### src/rtl/imem_loader_pkg.sv
// Shared types and constants for the instruction-memory boot loader.
package imem_loader_pkg;

    localparam int IMEM_ADDR_W    = 5;
    localparam int IMEM_DEPTH     = 32;
    localparam int BYTES_PER_WORD = 4;

    typedef enum logic [2:0] {
        IDLE,
        LEN,
        DATA,
        WR,
        CHK,
        DONE,
        ERR
    } state_t;

endpackage

### src/rtl/imem_loader_if.sv
// Byte-stream input and instruction-memory write port of the boot loader.
// master: the loader side; slave: the byte source / memory side.
interface imem_loader_if
    import imem_loader_pkg::*;
#(
    parameter int ADDR_W = IMEM_ADDR_W
);
    logic [7:0]        rx_data;
    logic              rx_valid;
    logic              rx_ready;
    logic              mem_we;
    logic [ADDR_W-1:0] mem_addr;
    logic [31:0]       mem_wdata;

    modport master (
        input  rx_data, rx_valid,
        output rx_ready, mem_we, mem_addr, mem_wdata
    );

    modport slave (
        output rx_data, rx_valid,
        input  rx_ready, mem_we, mem_addr, mem_wdata
    );
endinterface

### src/rtl/imem_word_assembler.sv
// Packs accepted bytes MSB-first into a 32-bit word; word_full marks the
// cycle on which the last byte of a word is being accepted.
module imem_word_assembler
    import imem_loader_pkg::*;
(
    input  logic        clock,
    input  logic        reset,
    input  logic [7:0]  data_byte,
    input  logic        accept,
    input  logic        clear,
    output logic [31:0] word,
    output logic        word_full
);
    localparam logic [1:0] LAST_IDX = 2'(BYTES_PER_WORD - 1);

    logic [1:0] byte_idx;

    assign word_full = accept && (byte_idx == LAST_IDX);

    // Shift register and byte index; word is kept across clears so the
    // last written value stays visible on the memory data bus.
    always_ff @(posedge clock or negedge reset) begin
        if (!reset) begin
            word     <= '0;
            byte_idx <= '0;
        end else if (clear) begin
            byte_idx <= '0;
        end else if (accept) begin
            word     <= {word[23:0], data_byte};
            byte_idx <= byte_idx + 2'd1;
        end
    end
endmodule

### src/rtl/imem_loader.sv
// Boot loader: length byte, then N big-endian words written from address 0,
// processor held in halt until the image is in.
// Optional trailing XOR checksum byte: define IMEM_LOADER_CHECKSUM_EN.
//
//   state | meaning
//   IDLE  | after reset, waiting for start
//   LEN   | waiting for the word-count byte
//   DATA  | collecting the four bytes of a word
//   WR    | single write strobe for the assembled word
//   CHK   | waiting for the checksum byte (checksum build only)
//   DONE  | image loaded, processor released
//   ERR   | load aborted, processor halted
module imem_loader
    import imem_loader_pkg::*;
#(
    parameter int ADDR_W = IMEM_ADDR_W,
    parameter int DEPTH  = IMEM_DEPTH
) (
    input  logic              clock,
    input  logic              reset,
    input  logic              start,
    imem_loader_if.master     bus,
    output logic              cpu_halt,
    output logic              done,
    output logic              err,
    output logic [ADDR_W:0]   words_loaded
);
    localparam logic [7:0] DEPTH_B = 8'(DEPTH);

    state_t            state, state_nxt;
    logic [ADDR_W:0]   len_q;
    logic [ADDR_W-1:0] addr_q;
    logic [ADDR_W:0]   count_nxt;
    logic              accept;
    logic              load_start;
    logic              word_full;
`ifdef IMEM_LOADER_CHECKSUM_EN
    logic [7:0]        csum_q;
`endif

    assign accept     = bus.rx_valid && bus.rx_ready;
    assign load_start = start && (state == IDLE || state == DONE || state == ERR);
    assign count_nxt  = words_loaded + (ADDR_W + 1)'(1);

    assign bus.rx_ready = (state == LEN) || (state == DATA) || (state == CHK);
    assign bus.mem_we   = (state == WR);
    assign bus.mem_addr = addr_q;
    assign done         = (state == DONE);
    assign err          = (state == ERR);
    assign cpu_halt     = (state != DONE);

    imem_word_assembler u_asm (
        .clock     (clock),
        .reset     (reset),
        .data_byte (bus.rx_data),
        .accept    (accept && (state == DATA)),
        .clear     (load_start),
        .word      (bus.mem_wdata),
        .word_full (word_full)
    );

    // State register.
    always_ff @(posedge clock or negedge reset) begin
        if (!reset) state <= IDLE;
        else        state <= state_nxt;
    end

    // Next-state logic.
    always_comb begin
        state_nxt = state;
        case (state)
            IDLE, DONE, ERR: if (start) state_nxt = LEN;
            LEN: begin
                if (accept) begin
                    if (bus.rx_data == 8'd0 || bus.rx_data > DEPTH_B) state_nxt = ERR;
                    else                                             state_nxt = DATA;
                end
            end
            DATA: if (word_full) state_nxt = WR;
            WR: begin
                if (count_nxt == len_q) begin
`ifdef IMEM_LOADER_CHECKSUM_EN
                    state_nxt = CHK;
`else
                    state_nxt = DONE;
`endif
                end else begin
                    state_nxt = DATA;
                end
            end
`ifdef IMEM_LOADER_CHECKSUM_EN
            CHK: if (accept) state_nxt = (bus.rx_data == csum_q) ? DONE : ERR;
`endif
            default: state_nxt = IDLE;
        endcase
    end

    // Length latch, write address, word counter and running checksum.
    always_ff @(posedge clock or negedge reset) begin
        if (!reset) begin
            len_q        <= '0;
            addr_q       <= '0;
            words_loaded <= '0;
`ifdef IMEM_LOADER_CHECKSUM_EN
            csum_q       <= '0;
`endif
        end else if (load_start) begin
            addr_q       <= '0;
            words_loaded <= '0;
`ifdef IMEM_LOADER_CHECKSUM_EN
            csum_q       <= '0;
`endif
        end else begin
            if (state == LEN && accept) len_q <= bus.rx_data[ADDR_W:0];
            if (state == WR) begin
                addr_q       <= addr_q + ADDR_W'(1);
                words_loaded <= count_nxt;
            end
`ifdef IMEM_LOADER_CHECKSUM_EN
            if (state == DATA && accept) csum_q <= csum_q ^ bus.rx_data;
`endif
        end
    end
endmodule

### src/flat_wrapper.sv
// flat-port wrapper written by rule: the top's interface ports become plain ports
module imem_loader_flat import imem_loader_pkg::*;
#(
    parameter int ADDR_W = IMEM_ADDR_W,
    parameter int DEPTH  = IMEM_DEPTH
)
  (clock, reset, start, cpu_halt, done, err, words_loaded, bus_rx_data, bus_rx_valid, bus_rx_ready, bus_mem_we, bus_mem_addr, bus_mem_wdata);
  imem_loader_if #(.ADDR_W(ADDR_W)) bus_i ();
  input  logic clock;
  input  logic reset;
  input  logic start;
  output logic cpu_halt;
  output logic done;
  output logic err;
  output logic [ADDR_W:0] words_loaded;
  input wire logic [$bits(bus_i.rx_data)-1:0] bus_rx_data;
  input wire logic [$bits(bus_i.rx_valid)-1:0] bus_rx_valid;
  output wire logic [$bits(bus_i.rx_ready)-1:0] bus_rx_ready;
  output wire logic [$bits(bus_i.mem_we)-1:0] bus_mem_we;
  output wire logic [$bits(bus_i.mem_addr)-1:0] bus_mem_addr;
  output wire logic [$bits(bus_i.mem_wdata)-1:0] bus_mem_wdata;
  assign bus_i.rx_data = bus_rx_data;
  assign bus_i.rx_valid = bus_rx_valid;
  assign bus_rx_ready = bus_i.rx_ready;
  assign bus_mem_we = bus_i.mem_we;
  assign bus_mem_addr = bus_i.mem_addr;
  assign bus_mem_wdata = bus_i.mem_wdata;
  imem_loader #(.ADDR_W(ADDR_W), .DEPTH(DEPTH)) u_core (.clock(clock), .reset(reset), .start(start), .bus(bus_i), .cpu_halt(cpu_halt), .done(done), .err(err), .words_loaded(words_loaded));
endmodule
### config.mk
export PLATFORM = sky130hd
export DESIGN_NAME = imem_loader_flat
export DESIGN_NICKNAME = d
export VERILOG_FILES = /design/src/rtl/imem_loader_pkg.sv /design/src/rtl/imem_loader_if.sv /design/src/rtl/imem_word_assembler.sv /design/src/rtl/imem_loader.sv /design/src/flat_wrapper.sv
export SDC_FILE = /design/constraint.sdc
export NUM_CORES = 1
export LEC_CHECK = 0
export CORE_MARGIN = 1
export CORE_UTILIZATION = 49
export CTS_BUF_LIST = sky130_fd_sc_hd__clkbuf_4 sky130_fd_sc_hd__clkbuf_8
export CTS_CLUSTER_DIAMETER = 100
export DETAILED_ROUTE_END_ITERATION = 16
export HOLD_SLACK_MARGIN = 0.1
export PLACE_DENSITY_LB_ADDON = 0.3
export SYNTH_ARGS = -nofsm -noshare
export SYNTH_HDL_FRONTEND = slang
export SYNTH_SLANG_ARGS = --single-unit
### constraint.sdc
create_clock -name clock -period 6 [get_ports clock]
set_input_delay 0.6 -clock clock [delete_from_list [all_inputs] [get_ports clock]]
set_output_delay 0.6 -clock clock [all_outputs]
set_load 0.01 [all_outputs]
======== Word-level counts from Yosys, hierarchy flattened ========
Cells that the tools add are included.
cells by class
  shift-type cells ........................ 0
  div/mod/pow operators ................... 0
  bitwise operators ....................... 1
  add/subtract/negate cells ............... 3
  muxes and demuxes ....................... 12
  eq/ne operators ......................... 12
  multiply operators ...................... 0
  reduce and logical (&&, ||, !) cells .... 18
  order comparisons ....................... 1
operators by type and width
  cell                   number
  $mux W3                5
  $mux W6                2
  $pmux W3 S4            1
  $mux W5                2
  $eq A3 B3 Y1 const B   3
  $gt A8 B6 Y1 const B   1
  $logic_not A8 Y1       1
  $add A6 B1 Y6 const B  1
  $eq A3 B2 Y1 const B   2
  $eq A6 B6 Y1           1
  $add A5 B1 Y5 const B  1
  $logic_and A1 B1 Y1    5
  $logic_or A1 B1 Y1     5
  $mux W2                2
  $ne A2 B2 Y1 const B   2
  $reduce_and A2 Y1      2
  $reduce_bool A2 Y1     2
  $eq A3 B1 Y1 const B   1
  $logic_not A3 Y1       1
  $ne A3 B3 Y1 const B   1
  $reduce_and A3 Y1      1
  $reduce_or A3 Y1       1
  $add A2 B1 Y2 const B  1
  $eq A2 B2 Y1 const B   1
  2 further kinds        2
word-level totals
  output and inout bits ................... 48
  bits in writable memories ............... 0
  memories kept ........................... 0
  register bits ........................... 54
  latch bits .............................. 0
  ROM bits ................................ 0
  input bits .............................. 12
  word-level logic and storage cells ...... 53

======== Logic depth before layout (Yosys ltp) ========
Gate-level depths: netlist of the first run.
  depth after elaboration ................. 8
  gate-level depth with buffers ........... 7
  gate-level depth less buffers ........... 6

======== Cells and area by module ========
Synthesis of the first run repeated with hierarchy kept, for this count alone.
second synthesis, totals
  cell total of the unflattened synthesis .. 194
  area total of the unflattened synthesis .. 2592.5 um2
by module, submodules not included
  module               times used  area an instance (um2)  cells each  seq. area each (um2)
  imem_word_assembler  1           1455.1                  77          850.8
  imem_loader          1           1137.3                  117         500.5

======== Worst setup path after synthesis of the first run ========
Ideal clock, no wire load.
  kind .................................... register -> register
  start point ............................. register u_core.words_loaded[0]
  end point ............................... register u_core.state[2]
  clock period less this slack ............ 2.148 ns
  arrival ................................. 2.067 ns
  cell stages (with the launch flop) ...... 7
  data required time ...................... 5.919 ns
  path buffers ............................ 0
  setup time .............................. 0.081 ns
  slack ................................... 3.852 ns
  path through ............................ dfrtp_1 > ha_1 > or3b_1 > a211oi_2 > nor3_1 > or4_4 > a31oi_2
on the way
  longest elaborated chain between the ends .. 4
RTL lines
  element                   RTL line            RTL
  start: declaration        imem_loader.sv:26   output logic [ADDR_W:0] words_loaded
  start signal: assignment  imem_loader.sv:117  words_loaded <= count_nxt;
  $add A6 B1 Y6             imem_loader.sv:43   assign count_nxt = words_loaded + (ADDR_W + 1)'(1);
  $eq A6 B6 Y1              imem_loader.sv:81   if (count_nxt == len_q) begin
  $mux W3                   imem_loader.sv:81
  $pmux W3 S4               imem_loader.sv:71   case (state)
  end signal: assignment    imem_loader.sv:65   else state <= state_nxt;
  end: declaration          imem_loader.sv:30   state_t state, state_nxt;
No other way between the ends.
A chain may end at the register's enable or synchronous reset.

======== Final worst setup path of the first run ========
  start point ............................. register u_core.state[0]
  end point ............................... output port bus_mem_we
on the way
  longest elaborated chain between the ends .. 1
RTL lines
  element           RTL line            RTL
  $eq A3 B2 Y1      imem_loader.sv:46   assign bus.mem_we = (state == WR);
  end: declaration  flat_wrapper.sv:19  output wire logic [$bits(bus_i.mem_we)-1:0] bus_mem_we;
No other way between the ends.

==> out/results.ini, run 1 <==
[outcome]
status = complete, no violations

[grt]
grt.total_usage_pct = 18.7
grt_pass1_wl_um = 7470
grt_pass1_vias = 1603
grt-ovfl-total = 0
grt_max_degree = 55
antenna_found_initial = 0

[synthesis]
synth_fa_ha_area_share_pct = 1.53
syn_inst = 199
synth-compound-area-share_pct = 4.38
seq_area_frac_synth_pct = 55.0
synthSimpleGateAreaFrac_pct = 11.6
ys_warn_count = 0
synth_top_family_by_area = multiplexers
synth_area_mm2 = 0.00246
synthDistinctLibCells = 36
syn-mean-instance-area_um2 = 12.4
synth_xor_area_share_pct = 6.41
ys_ff_latch = 54
syn-num-nets = 214
synth.area.mux_share_pct = 19.1

[clocking]
cts.htree.levels = 2
post_cts_buffers = 0
clock_sinks = 54
cts_buffers = 5
clk_pin_slew_ns = 0.09
cts_resized = 0
cts-root-buf = clkbuf_8
cts_buffer_depth = 2
cts_tree = built
clk_latency_ns = 0.30
cts_hold_buf = 0

[floorplan]
die_area_mm2 = 0.00530
die_w_um = 72.8
core_area_mm2 = 0.00479
die-height_um = 72.8
io_pins = 60
start_util_pct = 51.4
rows = 25

[setup_path]
cp.arrival_ns = 2.28
startpoint_type = register
crit_start = u_core.state[0]$_DFFE_PN0P_
cp.required_ns = 5.40
cp-end-kind = primary output
r2r_cells = 5
worstSetupPathType = register to primary output
regToRegStartpoint = u_core.state[0]$_DFFE_PN0P_
worstPathMaxFanout = 10

[detailed_routing]
via_per_inst = 5.13
drt-pass1-iter-count = 4
wl_per_cell_um = 13.7
drtIter0Drc = 47
finalWirelength_um = 4470
ant_nets = 0
drc_errors = 0
vias = 1674

[sta]
rsz0062_at_grt = no
hold_ws_ns = 0.402
period_minus_slack_ns = 2.88
timing.final.crit_share_pct = 48.1
setup_viol = 0
finalClockSkew_ns = 0.00417
slew-limit-headroom_pct = 27.3
hold_viol = 0
fmax_mhz = 347
report.final.slew_viol_count = 0
worst_pin_slew_ns = 1.09
setup_tns_ns = 0

[final_layout]
diodes = 0
layout_common_cells = 58 x clkdlybuf4s50_1, 54 x dfrtp_1, 39 x mux2_1
area_delta_synth_final_pct = 29.8
nNetsFinal = 274
regArea_mm2 = 0.00135
multi_input_area_mm2 = 0.00106
nFillCells = 388
drive_gt1_share_pct = 5.79
final_common_cell = clkdlybuf4s50_1

[power_and_ir_drop]
ir_drop_mv = 0.259
cellLeakagePower_uw = 0.00137
powerDensity_mw_per_mm2 = 521

[placement]
gp_congestion = 0.814
io_buffer_count = 59
dp_hpwl_um = 3140

[run]
max_cap_viol_count = 0

[hold_path]
hp-class = primary input to async pin

[cell type report]
| cell class | count | share of cell area [%] |
|---|---|---|
| flip-flops and latches | 54 | 42.4 |
| clock inverters | 2 | 0.431 |
| clock buffers | 5 | 2.16 |
| multi-input cells | 133 | 33.1 |
| repair buffers | 61 | 18.8 |
| well taps | 67 | 2.63 |
| inverters | 4 | 0.471 |
[where the power goes]
group	internal, uW	leakage (uW)	switching, uW
clock network	80.8	0.0000444	111
logic	458	0.000662	340
registers	535	0.000663	139
total	1070	0.00137	589
[kinds of logic after synthesis]
kind of cell               after synthesis
AOI/OAI and AO/OA                       15
xor gates and xnor gates                18
adders and majority gates                3
buffers and inverters                   12
DFF                                     54
muxes                                   42
and+or+nand+nor                         55
[per-layer routing]
metal  up-vias  GRT usage [%]  wire length [um]
met2        38           30.7              2090
met3         5           5.52               203
met5         -              0                 0
met1       822           23.9              2120
li1        809              -                 -
met4         0           5.88                55
[final timing paths]
check,end,slack (ns)
min,u_core.words_loaded[3]$_DFFE_PN0P_,0.40
min in group clock,u_core.u_asm.word[30]$_DFFE_PN0P_,0.49
max in group asynchronous,u_core.words_loaded[0]$_DFFE_PN0P_,5.15
max,bus_mem_we,3.12
min reg2reg,u_core.u_asm.word[30]$_DFFE_PN0P_,0.49
max reg2reg,u_core.u_asm.byte_idx[0]$_DFFE_PN0P_,3.73
[worst max-delay path, cell delays in order, from the launching register on]
cell and delay [ns]:
dfrtp_1 0.49, nand2_1 0.14, nor2_1 0.68, clkdlybuf4s50_1 0.68
[per-stage QoR]
step	total power, uW	instance area (um2)	worst slack, ns	cells	util (%)
after floorplan	1100	2460	3.85	199	-
after global placement	1470	3110	3.52	319	64.9
after detailed placement	1490	3110	3.49	319	64.9
after CTS	1690	3190	3.15	326	66.7
after global routing	1780	3190	3.01	326	66.7
final	1660	3190	3.12	326	66.7
[registers in the layout, indices dropped and copies added, names as in the netlist]
signal	cells
u_core.u_asm.word	32
u_core.state	3
u_core.u_asm.byte_idx	2
u_core.bus.mem_addr	5
u_core.words_loaded	6
u_core.len_q	6
[synth_stat cells]
cell | n | share of area [%]
dfrtp_1 | 54 | 55
mux2_1 | 39 | 18
nor2_1 | 18 | 2.7
xor2_1 | 11 | 3.9
nand2_1 | 10 | 1.5
xnor2_1 | 7 | 2.5
o21ai_1 | 6 | 1.2
buf_2 | 4 | 0.81
clkbuf_1 | 4 | 0.61
inv_1 | 4 | 0.61
nand4_1 | 4 | 1.0
and2_1 | 3 | 0.76
ha_1 | 3 | 1.5
nand3_1 | 3 | 0.61
nor2b_1 | 3 | 0.76
nor3_1 | 3 | 0.61
a21oi_1 | 2 | 0.41
mux2i_1 | 2 | 0.81
nand2b_1 | 2 | 0.51
a211oi_2 | 1 | 0.51
a21boi_1 | 1 | 0.31
a21o_1 | 1 | 0.31
a31oi_2 | 1 | 0.51
and3_1 | 1 | 0.25
and4bb_1 | 1 | 0.51
mux2_2 | 1 | 0.46
nand4b_1 | 1 | 0.36
nor4_1 | 1 | 0.25
o211ai_2 | 1 | 0.51
o21bai_1 | 1 | 0.31
o31ai_1 | 1 | 0.31
or2_1 | 1 | 0.25
or3_1 | 1 | 0.25
or3b_1 | 1 | 0.36
or4_1 | 1 | 0.31
or4_4 | 1 | 0.46
Power figures use the tool's default switching activity.
==> run 2, diff against run 1 <==
- CORE_UTILIZATION: 49 -> 46
- clock period: 6 -> 2.5 ns (I/O delays scaled with it)
==> out/results.ini, run 2 (same netlist as run 1, synthesis figures left out) <==
[clocking]
cts-root-buf = clkbuf_8
clk_pin_slew_ns = 0.09  ; about the same
cts_hold_buf = 1  ; +1
clk_latency_ns = 0.31  ; about the same
clock_sinks = 54  ; unchanged
cts_buffers = 5  ; unchanged
post_cts_buffers = 0  ; unchanged
cts_buffer_depth = 2  ; unchanged
cts_tree = built
cts.htree.levels = 2  ; unchanged
cts_resized = 0  ; unchanged

[grt]
use_met2_pct = 27.7  ; -3.0 points
grt.total_usage_pct = 17.3  ; -1.4 points
grt_pass1_vias = 1507  ; -6.0%
gr-usage-met3_pct = 4.82  ; -0.71 points
grt_use_met1_pct = 22.6  ; -1.3 points
grt_pass1_wl_um = 7200  ; -3.6%
grt.busiest_layer = met2
grt-ovfl-total = 0  ; unchanged
grt_max_degree = 55  ; unchanged
antenna_found_initial = 0  ; unchanged

[setup_path]
cp-end-kind = register
worstSetupPathType = register to register
startpoint_type = register
cp.required_ns = 2.73  ; -2.67 ns
crit_start = u_core.words_loaded[0]$_DFFE_PN0P_
regToRegStartpoint = u_core.words_loaded[0]$_DFFE_PN0P_
crit_end = u_core.state[2]$_DFFE_PN0P_
r2r-end = u_core.state[2]$_DFFE_PN0P_
worstPathMaxFanout = 6  ; -4
rrSetupSlack_ns = 0.29  ; -3.44 ns
r2r_cells = 6  ; +1
cp.arrival_ns = 2.44  ; +0.16 ns

[placement]
gp_congestion = 0.786  ; -3.4%
dp_hpwl_um = 3300  ; +5.1%
io_buffer_count = 59  ; unchanged
place_ws_ns = 0.316  ; -3.18 ns

[sta]
report.final.slew_viol_count = 0  ; unchanged
slew-limit-headroom_pct = 56.0  ; +29 points
finalClockSkew_ns = 0.00304  ; -0.00112 ns
timing.final.crit_share_pct = 88.3
fmax_mhz = 453
setup_tns_ns = 0  ; unchanged
period_minus_slack_ns = 2.21
rsz0062_at_grt = no
hold_viol = 0  ; unchanged
setup_ws_ns = 0.293  ; -2.82 ns
setup_viol = 0  ; unchanged
worst_pin_slew_ns = 0.659  ; -0.431 ns
hold_ws_ns = 0.494  ; +0.0914 ns

[final_layout]
diodes = 0  ; unchanged
largest_reg_flops = 32  ; unchanged
nNetsFinal = 277  ; +1.1%
final_common_cell = clkdlybuf4s50_1
drive_gt1_share_pct = 6.84  ; +1.1 points
area_delta_synth_final_pct = 33.0
regMostFlops = u_core.u_asm.word
reg_top3 = u_core.u_asm.word (32), u_core.len_q (6), u_core.words_loaded (6)
layout_common_cells = 58 x clkdlybuf4s50_1, 54 x dfrtp_1, 39 x mux2_1

[detailed_routing]
wl_per_cell_um = 13.9  ; +1.5%
finalWirelength_um = 4640  ; +3.6%
ant_nets = 0  ; unchanged
drt-pass1-iter-count = 4  ; unchanged
vias = 1695  ; +1.3%
via_per_inst = 5.09  ; -0.87%
drc_errors = 0  ; unchanged
drtIter0Drc = 61  ; +30%

[floorplan]
start_util_pct = 47.8  ; -3.5 points
io_pins = 60  ; unchanged
die_area_mm2 = 0.00564  ; +6.3%
die-height_um = 75.1  ; +3.1%
core_area_mm2 = 0.00514  ; +7.4%
die_w_um = 75.1  ; +3.1%
rows = 26  ; +4.0%

[run]
max_cap_viol_count = 0  ; unchanged

[outcome]
status = complete, no violations

[power_and_ir_drop]
powerDensity_mw_per_mm2 = 1280  ; +150%
cellLeakagePower_uw = 0.00141  ; +2.6%
ir_drop_mv = 0.745  ; +190%

[hold_path]
hp-class = register to register

run 2: changes by cell type in the layout (fill, tap and decap cells not counted), sizes merged:
cell	change
buf	+2
bufinv	+1
clkbuf	+1
clkinv	-1
dlygate4sd3	+1
run 2: where the power goes:
part           leakage [uW]  switching (uW)  internal (uW)
clock network     0.0000618             288            330
registers          0.000663             341           1280
logic              0.000680             819           1130
run 2: how the worst min path moves through the flow:
stage / cells after the start / from / to / slack, ns
5_1_grt: 1 / u_core.u_asm.word[30]$_DFFE_PN0P_ / u_core.u_asm.word[30]$_DFFE_PN0P_ / 0.51
3_3_place_gp: 2 / reset / u_core.u_asm.word[29]$_DFFE_PN0P_ / 0.41
4_1_cts: 1 / u_core.u_asm.word[30]$_DFFE_PN0P_ / u_core.u_asm.word[30]$_DFFE_PN0P_ / 0.50
2_1_floorplan: 0 / reset / u_core.bus.mem_addr[0]$_DFFE_PN0P_ / -0.05
6_report: 1 / u_core.u_asm.word[30]$_DFFE_PN0P_ / u_core.u_asm.word[30]$_DFFE_PN0P_ / 0.49
3_5_place_dp: 2 / reset / u_core.u_asm.word[21]$_DFFE_PN0P_ / 0.41
run 2: cell type report:
class                      instances  area (um2)
inverter                           4        15.0
multi-input combinational        133        1060
sequential                        54        1350
timing repair buffer              64         638
tap                               70        87.6
fill                             447        1870
clock buffer                       6        82.6
clock inverter                     2        38.8
run 2: metal layers:
layer	up-vias	wire length [um]
li1	816	-
met1	841	2110
met2	34	2300
met3	4	171
met4	0	60
met5	-	0
run 2: through the flow:
step                cell area (um2)  total power, uW  utilization, %  std cells
CTS                            3270             4240            63.6        333
detailed placement             3140             3610            61.1        324
floorplan                      2460             2640               -        199
global route                   3270             4490            63.6        333
global placement               3140             3550            61.1        324
finish                         3270             4190            63.6        333
run 2: worst max-delay path, cell delays in order (launching register included):
cell	delay (ns)
dfrtp_1	0.46
ha_1	0.28
or3b_1	0.38
a211oi_2	0.22
nor3_1	0.08
or4_4	0.55
a31oi_2	0.17
==> run 3, diff against run 2 <==
- SKIP_LAST_GASP: default -> 1
==> results of run 3 <==
Final layout, timing and power as in run 2 (identical DEF).
